===== config.mk =====
export PLATFORM = sky130hd
export DESIGN_NAME = logic_unit_pipe
export DESIGN_NICKNAME = d
export VERILOG_FILES = /design/src/rtl/logic_unit_pkg.sv /design/src/rtl/logic_unit_core.sv /design/src/rtl/logic_unit_pipe.sv
export SDC_FILE = /design/constraint.sdc
export NUM_CORES = 1
export LEC_CHECK = 0
export CAP_MARGIN = 0
export CORE_UTILIZATION = 38
export DETAILED_ROUTE_END_ITERATION = 10
export GPL_ROUTABILITY_DRIVEN = 0
export GPL_TIMING_DRIVEN = 0
export PLACE_DENSITY = 0.63
export SLEW_MARGIN = 20
export SYNTH_ARGS = -nofsm -noshare
export SYNTH_HDL_FRONTEND = slang
export SYNTH_HIERARCHICAL = 1
export SYNTH_SLANG_ARGS = --single-unit

===== constraint.sdc =====
create_clock -name clk -period 2.5 [get_ports clk]
set_input_delay 0.5 -clock clk [delete_from_list [all_inputs] [get_ports clk]]
set_output_delay 0.5 -clock clk [all_outputs]
set_load 0.01 [all_outputs]

===== src/rtl/logic_unit_pkg.sv =====
// rtl/logic_unit_pkg.sv - op encodings shared by the logic unit pipeline and its core
package logic_unit_pkg;

  localparam int OP_W = 3;

  localparam logic [OP_W-1:0] OP_AND  = 3'd0;
  localparam logic [OP_W-1:0] OP_OR   = 3'd1;
  localparam logic [OP_W-1:0] OP_NOT  = 3'd2;
  localparam logic [OP_W-1:0] OP_NAND = 3'd3;
  localparam logic [OP_W-1:0] OP_NOR  = 3'd4;
  localparam logic [OP_W-1:0] OP_XOR  = 3'd5;
  localparam logic [OP_W-1:0] OP_XNOR = 3'd6;
  localparam logic [OP_W-1:0] OP_RSVD = 3'd7;

endpackage


===== src/rtl/logic_unit_core.sv =====
// rtl/logic_unit_core.sv - combinational bitwise gate function, flags the reserved op
module logic_unit_core
  import logic_unit_pkg::*;
#(
  parameter int WIDTH = 8
) (
  input  logic [WIDTH-1:0] a,
  input  logic [WIDTH-1:0] b,
  input  logic [OP_W-1:0]  op,
  output logic [WIDTH-1:0] y,
  output logic             err
);

  always_comb begin
    y   = '0;
    err = 1'b0;
    case (op)
      OP_AND:  y = a & b;
      OP_OR:   y = a | b;
      OP_NOT:  y = ~a;
      OP_NAND: y = ~(a & b);
      OP_NOR:  y = ~(a | b);
      OP_XOR:  y = a ^ b;
      OP_XNOR: y = ~(a ^ b);
      default: err = 1'b1;
    endcase
  end

endmodule


===== src/rtl/logic_unit_pipe.sv =====
// rtl/logic_unit_pipe.sv - two-stage valid/ready pipeline around logic_unit_core
// Optional out_parity port enabled by defining LOGIC_PARITY_EN.
module logic_unit_pipe
  import logic_unit_pkg::*;
#(
  parameter int WIDTH = 8
) (
  input  logic             clk,
  input  logic             rst,
  input  logic             in_valid,
  output logic             in_ready,
  input  logic [WIDTH-1:0] in_a,
  input  logic [WIDTH-1:0] in_b,
  input  logic [OP_W-1:0]  in_op,
  output logic             out_valid,
  input  logic             out_ready,
  output logic [WIDTH-1:0] out_y,
  output logic             out_err
`ifdef LOGIC_PARITY_EN
  ,
  output logic             out_parity
`endif
);

  logic             s1_valid;
  logic [WIDTH-1:0] s1_a;
  logic [WIDTH-1:0] s1_b;
  logic [OP_W-1:0]  s1_op;
  logic [WIDTH-1:0] core_y;
  logic             core_err;
  logic             s1_adv;
  logic             s2_adv;

  // Each stage may load when its own slot is empty or is being drained this cycle.
  assign s2_adv   = !out_valid || out_ready;
  assign s1_adv   = !s1_valid || s2_adv;
  assign in_ready = s1_adv;

  logic_unit_core #(.WIDTH(WIDTH)) u_core (
    .a   (s1_a),
    .b   (s1_b),
    .op  (s1_op),
    .y   (core_y),
    .err (core_err)
  );

  always_ff @(posedge clk or posedge rst) begin
    if (rst) begin
      s1_valid  <= 1'b0;
      s1_a      <= '0;
      s1_b      <= '0;
      s1_op     <= '0;
      out_valid <= 1'b0;
      out_y     <= '0;
      out_err   <= 1'b0;
    end else begin
      if (s1_adv) begin
        s1_valid <= in_valid;
        if (in_valid) begin
          s1_a  <= in_a;
          s1_b  <= in_b;
          s1_op <= in_op;
        end
      end
      // Output data only moves with a real beat so out_y keeps the last valid result.
      if (s2_adv) begin
        out_valid <= s1_valid;
        if (s1_valid) begin
          out_y   <= core_y;
          out_err <= core_err;
        end
      end
    end
  end

`ifdef LOGIC_PARITY_EN
  always_ff @(posedge clk or posedge rst) begin
    if (rst) begin
      out_parity <= 1'b0;
    end else if (s2_adv && s1_valid) begin
      out_parity <= ^core_y;
    end
  end
`endif

endmodule


==> out/results.ini <==
[power_and_ir_drop]
p_seq_frac = 0.375
p_clk_frac = 0.227
power_mw = 1.787
power_density_nw_per_um2 = 713.8
swShare = 0.3144
p_int_mw = 1.225
combPwrFrac = 0.398
leakage_nw = 1.189
p_sw_mw = 0.5619
peakVddDrop_v = 0.0003510

[finish]
multi_input_area_um2 = 1072
n_antenna_cell = 0
fin_nets = 257
seqCellArea_um2 = 750.7
final_cell_mix = clkdlybuf4s50_1, dfrtp_1, inv_1, mux2_2, ha_1
syn2layout_area_growth_pct = 25.53
utilization = 0.4933
final_common_cell = clkdlybuf4s50_1
final_cell_count_no_fill = 289
fillers = 506
drive_gt1_frac = 0.2100

[timing]
maxSlewViolCount = 0
hold_viol_final = 0
finalSetupViolCount = 0
clock-skew-final_ps = 4.280
timing.setup.tns_ps = 0
max_freq_mhz = 459.7
post-route-min-period_ps = 2176
post-route-period-util = 0.8702
rsz0062_at_grt = no
max_slew_margin = 0.5731
tightest_slew_ps = 639.5

[yosys]
synth_area_um2 = 1994
yosys_warnings = 6
netlist_top_cells_area = dfrtp_1, mux2_2, ha_1
synth.yosys.seq_area_share = 0.3764
ys_ff_latch = 30
synth_fp_nets = 217
avgSynthCellArea_um2 = 11.20
yosysUniqueCellTypes = 34
syn_inst = 178
synth_area_leader_cell = dfrtp_1
synth_top_area_share = 0.3764

[placed_design]
dpl.hpwl_mm = 2.756
io_buffers = 33
place_inst = 281

[setup_path]
required_ps = 2000
setup.worst_path.start = out_ready
critical-path-top-delay-family = buffers and inverters
r2r-end = out_y[5]$_DFFE_PP0P_
worstSetupPathDepth = 3
cp-start-kind = input port
crit_type = input port to primary output
cp-endpoint = in_ready
endpoint_kind = primary output
cp_slowest_stage_delay_ps = 540
path_max_fanout = 3
path_buf_inv = 2
path_cells = clkdlybuf4s50_1 -> nand3b_4 -> clkdlybuf4s50_1
critPathMostFrequentCell = clkdlybuf4s50_1
cp_slowest_cell = clkdlybuf4s50_1
rrSetupSlack_ps = 850
r2r-start = s1_op[0]$_DFFE_PP0P_
reg2regPathDepth = 6
critPathArrivalTime_ps = 1680

[floorplan]
dieArea_um2 = 5542
die_w_um = 74.45
start_util = 0.3930
fp.dieH_um = 74.45
rows = 26
ios = 34
core-area_um2 = 5075

[global_routing]
grt_pass1_wl_mm = 6.285
overflow = 0
grt_pass1_vias = 1399
grtUsageTotal = 0.1535
grt_start_max_net_pins = 31
antenna_found_initial = 0

[clock_tree]
post-cts-setup-buffers = 0
htree_levels = 2
ctsLongestPathBuffers = 2
clock-sinks = 30
clk_latency_ps = 280
cts_resized = 0
cts_made_buffers = 5
cts.hold.buffers_added = 0
cts_tree = built
path_clk_slew_ps = 60
root_buffer = clkbuf_8

[drt]
wl_per_cell_um = 12.94
firstDrtPassIters = 4
drt_iter0_drc = 50
ant_nets = 0
post-route-drc-count = 0
route.vias.total = 1397
drt_wl_total_mm = 3.739
via_per_inst = 4.834

[status]
status = finished clean

[run]
drv_cap = 0

[hold_path]
min_path_type = flip-flop to flip-flop

-- cell families (layout without fill, tap and decap cells) --
logic type / after synthesis / after routing / share of synthesized area
buf+inv: 32 / 73 / 0.08595
flops: 30 / 30 / 0.3764
mux: 42 / 42 / 0.2472
compound gates: 28 / 28 / 0.09473
simple gates: 30 / 30 / 0.09536
fa+ha+maj: 16 / 16 / 0.1004
-- stage by stage --
step                setup slack, ps  hold slack [ps]  cell area, um^2
floorplan                      1036            478.4             1994
global placement              320.9            489.4             2412
detailed placement            318.1            492.2             2412
CTS                           318.1            506.8             2504
global route                  293.0            527.7             2504
finish                        324.4            506.3             2504
-- sequential cells by signal, summed over array words and instances (netlist names) --
register,flops
s1_b,8
out_y,8
out_err,1
s1_valid,1
s1_a,8
out_valid,1
s1_op,3
-- per-layer routing --
metal / track usage / share of wire / vias to the layer above
met3: 0.04201 / 0.037 / 6
met4: 0.06289 / 0.015 / 0
met5: 0 / 0 / -
li1: - / - / 697
met2: 0.2583 / 0.49 / 24
met1: 0.1850 / 0.46 / 670
-- worst min-delay path by stage --
stage / startpoint / cells past startpoint / slack [ps] / end
2_1_floorplan: s1_op[0]$_DFFE_PP0P_ / 1 / 480 / s1_op[0]$_DFFE_PP0P_
3_3_place_gp: out_y[5]$_DFFE_PP0P_ / 1 / 490 / out_y[5]$_DFFE_PP0P_
3_5_place_dp: out_y[6]$_DFFE_PP0P_ / 1 / 490 / out_y[6]$_DFFE_PP0P_
4_1_cts: out_y[6]$_DFFE_PP0P_ / 1 / 510 / out_y[6]$_DFFE_PP0P_
5_1_grt: out_y[7]$_DFFE_PP0P_ / 1 / 530 / out_y[7]$_DFFE_PP0P_
6_report: out_y[6]$_DFFE_PP0P_ / 1 / 510 / out_y[6]$_DFFE_PP0P_
-- power groups by stage --
stage	Combinational [mW]	Sequential [mW]	Clock (mW)
floorplan	0.439	0.696	0
global placement	0.705	0.678	0
detailed placement	0.721	0.680	0
CTS	0.723	0.673	0.421
global route	0.783	0.688	0.442
finish	0.711	0.670	0.406
-- area by class of cell --
cell class | count | area share
timing repair buffer | 33 | 0.1319
buffer | 9 | 0.03398
inverter | 23 | 0.03448
multi-input combinational | 116 | 0.4283
clock inverter | 1 | 0.001999
sequential | 30 | 0.2999
clock buffer | 7 | 0.03448
tap | 70 | 0.03498
-- worst reg2reg max path: stages (launching register included) --
cell and delay [ps]:
dfrtp_1 370, clkbuf_2 170, inv_1 190, nor2_1 160, a211oi_1 230, o21ai_0 130, mux2_2 280
-- cell usage after synthesis --
cell,n
buf_2,2
o221ai_1,2
buf_6,2
nand3b_1,1
a221oi_1,1
o21ai_0,5
or2b_1,1
a211oi_1,5
nor2_1,4
clkbuf_2,1
nand3b_4,1
buf_12,2
nor2b_1,3
nor3_1,6
o22ai_1,1
dfrtp_1,30
and2_1,4
nand3_1,2
mux2i_1,14
mux2_2,18
mux2_4,10
nand2_2,1
o21ai_1,2
nand2_1,3
a31oi_1,1
a22oi_1,6
ha_1,16
and3_1,1
o31a_1,2
nand2b_1,2
inv_1,23
nand2_8,1
clkbuf_1,2
a21oi_1,3
(Power assumes the default switching activity.)
